--- src/rtl/mdu_ctrl_pkg.sv ---
// Shared definitions for the multiply/divide controller: op-bus layout,
// controller states, decoded op kinds and small operand helpers.
package mdu_ctrl_pkg;

    localparam int MDU_OP_WD = 6;

    // Bit positions inside the one-hot {mult, multu, div, divu, mthi, mtlo} bus.
    localparam int OP_MULT_BIT  = 5;
    localparam int OP_MULTU_BIT = 4;
    localparam int OP_DIV_BIT   = 3;
    localparam int OP_DIVU_BIT  = 2;
    localparam int OP_MTHI_BIT  = 1;
    localparam int OP_MTLO_BIT  = 0;

    localparam int DIV_ITERS = 32;

    typedef enum logic [2:0] {
        ST_IDLE,
        ST_MUL,
        ST_DIV,
        ST_FIX,
        ST_DONE
    } mdu_state_t;

    typedef enum logic [2:0] {
        OP_NONE,
        OP_MULT,
        OP_MULTU,
        OP_DIV,
        OP_DIVU,
        OP_MTHI,
        OP_MTLO
    } mdu_op_t;

    // Several set bits resolve as mult > multu > div > divu > mthi > mtlo.
    function automatic mdu_op_t decode_op(input logic [MDU_OP_WD-1:0] op);
        if (op[OP_MULT_BIT])  return OP_MULT;
        if (op[OP_MULTU_BIT]) return OP_MULTU;
        if (op[OP_DIV_BIT])   return OP_DIV;
        if (op[OP_DIVU_BIT])  return OP_DIVU;
        if (op[OP_MTHI_BIT])  return OP_MTHI;
        if (op[OP_MTLO_BIT])  return OP_MTLO;
        return OP_NONE;
    endfunction

    // Two's-complement magnitude for signed operands, raw value otherwise.
    function automatic logic [31:0] mag32(input logic [31:0] v, input logic is_signed);
        return (is_signed && v[31]) ? (32'd0 - v) : v;
    endfunction

endpackage

--- src/rtl/mdu_div.sv ---
// Unsigned 32-iteration restoring divider, one quotient bit per cycle, MSB first.
// done marks the cycle whose closing edge performs the final iteration.
module mdu_div
    import mdu_ctrl_pkg::*;
(
    input  logic        clk,
    input  logic        reset,
    input  logic        start,
    input  logic        abort,
    input  logic [31:0] dividend,
    input  logic [31:0] divisor,
    output logic        busy,
    output logic        done,
    output logic [31:0] quotient,
    output logic [31:0] remainder
);

    localparam int CNT_W = $clog2(DIV_ITERS);

    logic [CNT_W-1:0] count;
    logic [31:0]      quo_q;
    logic [31:0]      rem_q;
    logic [31:0]      dsr_q;
    logic [32:0]      rem_shift;
    logic [31:0]      rem_sub;
    logic             fits;

    // The partial remainder stays below the divisor, so the shifted value
    // needs one extra bit and the difference always fits back into 32.
    assign rem_shift = {rem_q, quo_q[31]};
    assign rem_sub   = rem_shift[31:0] - dsr_q;
    assign fits      = (rem_shift >= {1'b0, dsr_q});

    assign done      = busy && (count == CNT_W'(DIV_ITERS - 1));
    assign quotient  = quo_q;
    assign remainder = rem_q;

    always_ff @(posedge clk) begin
        if (reset || abort) begin
            busy  <= 1'b0;
            count <= '0;
        end else if (start) begin
            busy  <= 1'b1;
            count <= '0;
        end else if (busy) begin
            count <= count + CNT_W'(1);
            if (done) busy <= 1'b0;
        end
    end

    // NOTE: datapath registers carry no reset; they are always loaded at
    // start before anything reads them, and busy alone gates their use.
    always_ff @(posedge clk) begin
        if (start) begin
            quo_q <= dividend;
            rem_q <= '0;
            dsr_q <= divisor;
        end else if (busy) begin
            quo_q <= {quo_q[30:0], fits};
            rem_q <= fits ? rem_sub : rem_shift[31:0];
        end
    end

endmodule

--- src/rtl/mdu_ctrl.sv ---
// EXE-stage multiply/divide controller: sequences MULT/DIV, executes MTHI/MTLO
// and owns HI/LO, which are written exactly once per instruction.
module mdu_ctrl
    import mdu_ctrl_pkg::*;
#(
    parameter int MUL_STAGES = 2
)
(
    input  logic                 clk,
    input  logic                 reset,
    input  logic                 req_valid,
    input  logic [MDU_OP_WD-1:0] req_op,
    input  logic [31:0]          req_src1,
    input  logic [31:0]          req_src2,
    input  logic                 req_ack,
    input  logic                 flush,
    output logic                 req_ready,
    output logic                 busy,
    output logic                 done,
    output logic [31:0]          hi,
    output logic [31:0]          lo
);

    localparam int CNT_W = 2;

    mdu_state_t       state;
    mdu_state_t       state_next;
    mdu_op_t          op;
    logic             accept;
    logic             is_mul;
    logic             is_sdiv;
    logic [CNT_W-1:0] mul_cnt;

    logic [31:0]      mul_a;
    logic [31:0]      mul_b;
    logic             mul_signed;
    logic [63:0]      mul_a_ext;
    logic [63:0]      mul_b_ext;
    logic [63:0]      product;

    logic             div_start;
    logic             div_busy;
    logic             div_done;
    logic [31:0]      div_quo;
    logic [31:0]      div_rem;
    logic             div_neg_q;
    logic             div_neg_r;
    logic             div_zero;
    logic [31:0]      div_src1;
    logic [31:0]      quo_fixed;
    logic [31:0]      rem_fixed;

    logic             hi_we;
    logic             lo_we;
    logic [31:0]      hi_d;
    logic [31:0]      lo_d;

    assign op      = decode_op(req_op);
    assign accept  = (state == ST_IDLE) && req_valid && (op != OP_NONE) && !flush;
    assign is_mul  = (op == OP_MULT) || (op == OP_MULTU);
    assign is_sdiv = (op == OP_DIV);

    assign req_ready = (state == ST_IDLE);
    assign busy      = (state == ST_MUL) || (state == ST_FIX) || ((state == ST_DIV) && div_busy);

    // Extending to 64 bits first makes the low half of a plain multiply the
    // exact signed or unsigned 32x32 product.
    assign mul_a_ext = {{32{mul_signed & mul_a[31]}}, mul_a};
    assign mul_b_ext = {{32{mul_signed & mul_b[31]}}, mul_b};
    assign product   = mul_a_ext * mul_b_ext;

    assign quo_fixed = div_neg_q ? (32'd0 - div_quo) : div_quo;
    assign rem_fixed = div_neg_r ? (32'd0 - div_rem) : div_rem;

    mdu_div u_div (
        .clk       (clk),
        .reset     (reset),
        .start     (div_start),
        .abort     (flush),
        .dividend  (mag32(req_src1, is_sdiv)),
        .divisor   (mag32(req_src2, is_sdiv)),
        .busy      (div_busy),
        .done      (div_done),
        .quotient  (div_quo),
        .remainder (div_rem)
    );

    always_ff @(posedge clk) begin
        if (reset) state <= ST_IDLE;
        else       state <= state_next;
    end

    always_ff @(posedge clk) begin
        if (reset)                   mul_cnt <= '0;
        else if (accept && is_mul)   mul_cnt <= CNT_W'(MUL_STAGES - 1);
        else if (state == ST_MUL && mul_cnt != '0)
                                     mul_cnt <= mul_cnt - CNT_W'(1);
    end

    always_ff @(posedge clk) begin
        if (accept) begin
            mul_a      <= req_src1;
            mul_b      <= req_src2;
            mul_signed <= (op == OP_MULT);
            div_neg_q  <= is_sdiv && (req_src1[31] ^ req_src2[31]);
            div_neg_r  <= is_sdiv && req_src1[31];
            div_zero   <= (req_src2 == 32'd0);
            div_src1   <= req_src1;
        end
    end

    always_ff @(posedge clk) begin
        if (reset) begin
            hi <= '0;
            lo <= '0;
        end else begin
            if (hi_we) hi <= hi_d;
            if (lo_we) lo <= lo_d;
        end
    end

    // NOTE: every output of this block gets a default before the case so no
    // path leaves a signal unassigned, which would otherwise infer a latch.
    always_comb begin
        state_next = state;
        done       = 1'b0;
        div_start  = 1'b0;
        hi_we      = 1'b0;
        lo_we      = 1'b0;
        hi_d       = hi;
        lo_d       = lo;

        case (state)
            ST_IDLE: begin
                if (accept) begin
                    case (op)
                        OP_MULT, OP_MULTU: state_next = ST_MUL;
                        OP_DIV, OP_DIVU: begin
                            div_start  = 1'b1;
                            state_next = ST_DIV;
                        end
                        OP_MTHI: begin
                            done       = 1'b1;
                            hi_we      = 1'b1;
                            hi_d       = req_src1;
                            state_next = req_ack ? ST_IDLE : ST_DONE;
                        end
                        OP_MTLO: begin
                            done       = 1'b1;
                            lo_we      = 1'b1;
                            lo_d       = req_src1;
                            state_next = req_ack ? ST_IDLE : ST_DONE;
                        end
                        default: state_next = ST_IDLE;
                    endcase
                end
            end
            ST_MUL: begin
                if (mul_cnt == '0) begin
                    done         = 1'b1;
                    hi_we        = 1'b1;
                    lo_we        = 1'b1;
                    {hi_d, lo_d} = product;
                    state_next   = req_ack ? ST_IDLE : ST_DONE;
                end
            end
            ST_DIV: begin
                if (div_done) state_next = ST_FIX;
            end
            ST_FIX: begin
                hi_we      = 1'b1;
                lo_we      = 1'b1;
                hi_d       = div_zero ? div_src1 : rem_fixed;
                lo_d       = div_zero ? 32'hFFFF_FFFF : quo_fixed;
                state_next = ST_DONE;
            end
            ST_DONE: begin
                done = 1'b1;
                if (req_ack) state_next = ST_IDLE;
            end
            default: state_next = ST_IDLE;
        endcase

        if (flush) begin
            state_next = ST_IDLE;
            done       = 1'b0;
            div_start  = 1'b0;
            hi_we      = 1'b0;
            lo_we      = 1'b0;
        end
    end

endmodule

--- config.mk ---
export PLATFORM = sky130hd
export DESIGN_NAME = mdu_ctrl
export DESIGN_NICKNAME = d
export VERILOG_FILES = /design/src/rtl/mdu_ctrl_pkg.sv /design/src/rtl/mdu_div.sv /design/src/rtl/mdu_ctrl.sv
export SDC_FILE = /design/constraint.sdc
export NUM_CORES = 2
export LEC_CHECK = 0
export BUFFER_PORTS_ARGS = -buffer_cell sky130_fd_sc_hd__buf_2
export CAP_MARGIN = 20
export CORE_UTILIZATION = 55
export DETAILED_ROUTE_END_ITERATION = 7
export HOLD_SLACK_MARGIN = 0.1
export PLACE_DENSITY = 0.74
export SYNTH_ARGS = -nofsm -noshare
export SYNTH_HDL_FRONTEND = slang
export SYNTH_SLANG_ARGS = --single-unit
export TNS_END_PERCENT = 100
--- constraint.sdc ---
create_clock -name clk -period 10.05 [get_ports clk]
set_clock_uncertainty 0.15 [all_clocks]
set_input_delay 1.005 -clock clk [delete_from_list [all_inputs] [get_ports clk]]
set_output_delay 1.005 -clock clk [all_outputs]
set_load 0.02 [all_outputs]
Word-level counts from Yosys, hierarchy flattened
Cells that the tools add are included.
{"block": "word_totals", "wordCells": 157, "ff_bits": 239, "output_inout_bits": 67, "in_bits": 75}
{"block": "op_classes", "magnitude_cmp": 1, "addsub": 7, "n_bitwise": 3, "eq_ne": 17, "n_reduce_logical": 32, "muxes": 80, "n_mul": 1}
{"cell": "$mux 32", "n": 15}
{"cell": "$pmux 32 s3", "n": 2}
{"cell": "$sub 1x32->32 const A", "n": 4}
{"cell": "$mul 33x33->64", "n": 1}
{"cell": "$mux 3", "n": 18}
{"cell": "$mux 1", "n": 40}
{"cell": "$ge 33x32->1", "n": 1}
{"cell": "$logic_not 32->1", "n": 1}
{"cell": "$sub 32x32->32", "n": 1}
{"cell": "$pmux 3 s5", "n": 1}
{"cell": "$eq 3x2->1 const B", "n": 4}
{"cell": "$eq 3x3->1 const B", "n": 4}
{"cell": "$reduce_or 2->1", "n": 6}
{"cell": "$logic_and 1x1->1", "n": 10}
{"cell": "$reduce_and 5->1", "n": 2}
{"cell": "$pmux 1 s3", "n": 3}
{"cell": "$pmux 3 s3", "n": 1}
{"cell": "$ne 2x1->1 const B", "n": 4}
{"cell": "$eq 3x1->1 const B", "n": 2}
{"cell": "$reduce_bool 2->1", "n": 3}
{"cell": "$reduce_bool 3->1", "n": 2}
{"cell": "$add 5x1->5 const B", "n": 1}
{"cell": "$eq 5x5->1 const B", "n": 1}
{"cell": "$logic_or 1x1->1", "n": 4}
{"cell": "8 further kinds", "n": 10}

Logic depth before layout (Yosys ltp)
{"block": "depth", "ltp_word": 29, "ltp_mapped": 30, "ltp_nobuf": 28}

By module
A second synthesis with hierarchy kept.
{"block": "hier_totals", "cells_unflattened": 5823, "area_unflattened_um2": 52655.5}
{"module": "mdu_ctrl", "seq_area_each_um2": 3423.3, "area_per_inst_um2": 46618.5, "cells_each": 5232, "n_inst": 1}
{"module": "mdu_div", "seq_area_each_um2": 2682.6, "area_per_inst_um2": 6037.0, "cells_each": 591, "n_inst": 1}

Least setup slack after synthesis
Ideal clock, no wire load.
{"block": "synth_path", "path_kind": "reg-to-reg", "start": "register div_src1[31] (netlist name)", "end": "register hi[24]", "setup_time_ns": 0.117, "required_ns": 9.783, "arrival_time_ns": 7.829, "period_less_slack_ns": 8.097, "stages_incl_launch_ff": 31, "n_path_buf": 2, "path_slack_ns": 1.953, "cell_sequence": "edfxtp_1 and2_1 clkbuf_1 nand2_1 inv_1 fa_1 inv_1 fa_1 inv_1 fa_1 fa_1 inv_1 fa_1 inv_1 fa_1 inv_1 fa_1 fa_1 inv_1 ha_1 clkbuf_1 and3_1 and3b_1 nand2_1 nor3_1 nand4_1 o2111ai_1 nand2_1 xor2_1 o211ai_1 a32o_1"}
{"element": "end signal: assignment", "line_no": "mdu_ctrl.sv:117", "text": "if (hi_we) hi <= hi_d;"}
{"element": "end: declaration", "line_no": "mdu_ctrl.sv:20", "text": "output logic [31:0] hi,"}

Worst setup path after layout
{"block": "layout_path", "start": "register mul_signed", "end": "register hi[25]"}
{"block": "layout_between", "elab_chain_len": 4, "word_cells_on_any_way": 5, "classes_between": "1 x mul; 2 x mux; 2 x bitwise"}
{"element": "start: declaration", "line_no": "mdu_ctrl.sv:36", "text": "logic mul_signed;"}
{"element": "start signal: assignment", "line_no": "mdu_ctrl.sv:104", "text": "mul_signed <= (op == OP_MULT);"}
{"element": "$and 1x1->1, on equally long branches", "line_no": "mdu_ctrl.sv:68, mdu_ctrl.sv:69"}
{"element": "$mul 33x33->64 (*)", "line_no": "mdu_ctrl.sv:70", "text": "assign product = mul_a_ext * mul_b_ext;"}
{"element": "$mux 32 (*)", "line_no": "mdu_ctrl.sv:159", "text": "if (mul_cnt == '0) begin"}
{"element": "$pmux 32 s3 (*)", "line_no": "mdu_ctrl.sv:133", "text": "case (state)"}
Mark *: on every way between the ends. The rest lies on a longest branch, timed or not. The select of a mux whose other input is x is not followed.
A chain may end at the register's enable or synchronous reset.

==> impl_metrics.tcl <==
set metrics [dict create \
    syn_area_per_cell_sq_um 9.03 \
    synth_warnings 0 \
    synth_xor_area_frac 0.0354 \
    status "completed" \
    rr_worst_depth 26 \
    cp_top_family "adder cells" \
    critical_path_buf_inv_count 5 \
    post-place-ws_ns 1.14 \
    path_max_fanout 13 \
    startpoint_type "register" \
    synthMuxAreaShare 0.00438 \
    period_share 0.897 \
    final_cell_mix "inv_1, fa_1, nand2_1" \
    hold_path.class "reg2reg" \
    hold_viol_final 0 \
    core-area_sq_mm 0.0935 \
    rows 112 \
    gr-usage-all-layers 0.326 \
    arrival_ns 9.33 \
    place.port_buffers 141 \
    cts_resized 0 \
    grt_max_degree 74 \
    cts_setup_buffers 0 \
    dp_hpwl_mm 122 \
    rsz0062_at_grt "no" \
    synth.distinct_cells 90 \
    cp_common_cell "fa_1" \
    fin_crit_ns 9.01 \
    nets 7182 \
    grt_first_pass_wirelength_mm 239 \
    wirelength_mm 151 \
    met3WireLength_mm 12.8 \
    synth_top_area_frac 0.433 \
    synth-async-reset-ratio 0 \
    crit_required_ns 10.36 \
    io_pins 142 \
    criticalPathCategory "reg2reg" \
    postCtsHoldBufs 0 \
    ant_nets 0 \
    dr.max_layer_used "met5" \
    setup_violations 0 \
    layout_commonest_cell "inv_1" \
    routedWlPerCell_um 21.5 \
    critical-path-slowest-cell "fa_1" \
    numCtsBuffers 28 \
    synth_seq_cells 239 \
    synth-compound-area-share 0.0876 \
    synth_top_family_by_area "adder cells" \
    worst_pin_slew_ns 1.17 \
    routed_via_density 5.78 \
    tns_ns 0 \
    clock_latency_ns 0.57 \
    synthCells 5763 \
    die_area_sq_mm 0.0958 \
    final_cells 7007 \
    areaGrowthSynthToFinish_pct 5.87 \
    drive_above_1_share 0.0607 \
    grt_pass1_vias 42699 \
    clk_pin_slew_ns 0.07 \
    netlist_area_sq_mm 0.0520 \
    clk_root_buffer_cell "clkbuf_16" \
    dp.cells 6947 \
    dr_wl_met2_mm 73.2 \
    die_y_um 310 \
    num_vias 40530 \
    cts_tree "built" \
    synthSimpleGateAreaFrac 0.152 \
    synth-seq-area-share 0.117 \
    dr.first_iter.drc_count 3783 \
    syn_nets 7215 \
    max_freq_ghz 0.111 \
    yosysTopAreaCell "fa_1" \
    firstDrtPassIters 6 \
    min_path_cells 2 \
    cts.path.max_buffers 3 \
    synth_enable_flop_cells 132 \
    htree_levels 1 \
    synthAdderAreaFrac 0.494 \
    cpPeakStageDelay_ns 0.63 \
    drv_cap 0 \
    wl_met1_mm 56.6 \
    worstSetupEndpointType "register" \
    start_util 0.557 \
    drc_errors 0 \
    clock_sinks 239 \
    setup_ws_ns 1.04 \
    slew_viol_final 0 \
    antenna_found_initial 4 \
    cp.depth 26 \
    grt-ovfl-total 0 \
    synth_area_leaders "fa_1, inv_1, edfxtp_1, nand2_1, ha_1" \
    synthFlopType "edfxtp_1" \
    relSlewSlack 0.220 \
    die_w_um 310 \
    place_congestion 0.999 \
]
state kept, by name (all words and copies together) (netlist names):
register,cells
div_neg_q,1
div_neg_r,1
div_src1,32
div_zero,1
hi,32
lo,32
mul_b,32
mul_cnt,2
mul_signed,1
state,3
u_div.busy,1
u_div.count,5
u_div.dsr_q,32
u_div.quotient,32
u_div.remainder,32
routing by layer:
metal  vias up  GRT usage
li1      17533          -
met1     20632      0.421
met2      1907      0.543
met3       454     0.0492
met4         4      0.152
met5         -          0
final timing paths:
check	from	to	slack (ns)
max	mul_signed	hi[25]	1.04
min	lo[31]	lo[31]	0.30
max reg2reg	mul_signed	hi[25]	1.04
min reg2reg	lo[31]	lo[31]	0.30
through the flow:
stage / hold slack, ns / utilization / instance area, sq um
2_1_floorplan: 0.317 / - / 52000
3_3_place_gp: 0.288 / 0.576 / 53900
3_5_place_dp: 0.296 / 0.577 / 53900
4_1_cts: 0.304 / 0.587 / 54900
5_1_grt: 0.320 / 0.589 / 55100
6_report: 0.304 / 0.589 / 55100
layout make-up:
cell class                 count  area (sq um)
multi-input combinational   4018         40300
timing repair buffer         249          1710
clock inverter                 7          88.8
fill                        8063         38400
antenna                        1          2.50
tap                         1254          1570
clock buffer                  45           867
sequential                   239          6110
inverter                    1194          4480
worst reg2reg max path, delay by kind of cell (launching register included):
| family | cells | cell delay, ns |
|---|---|---|
| mux | 1 | 0.20 |
| flops | 1 | 0.34 |
| buf+inv | 5 | 0.81 |
| simple gates | 6 | 1.87 |
| fa+ha+maj | 9 | 4.50 |
| compound gates | 5 | 1.05 |
logic make-up after synthesis:
group           count (synthesis)
fa+ha+maj                    1377
flops                         239
buf+inv                      1506
xor+xnor                      210
simple gates                 1712
mux                            22
compound gates                697
Yosys cell counts, types with 29 or more instances:
master,n
xor2_1,81
o21ai_0,174
and3_1,37
nor2_1,210
and2_1,352
a21oi_1,164
ha_1,251
dfxtp_1,107
nand2_1,908
nand3_1,30
fa_1,1126
edfxtp_1,132
clkbuf_1,290
a211oi_1,39
a21o_1,42
o211ai_1,39
inv_1,1192
nor3_1,45
o31ai_1,29
xnor2_1,129
Power is left out: the tool's default activity adds up to more than one toggle a clock period on the data nets, which glitch-free logic cannot reach.
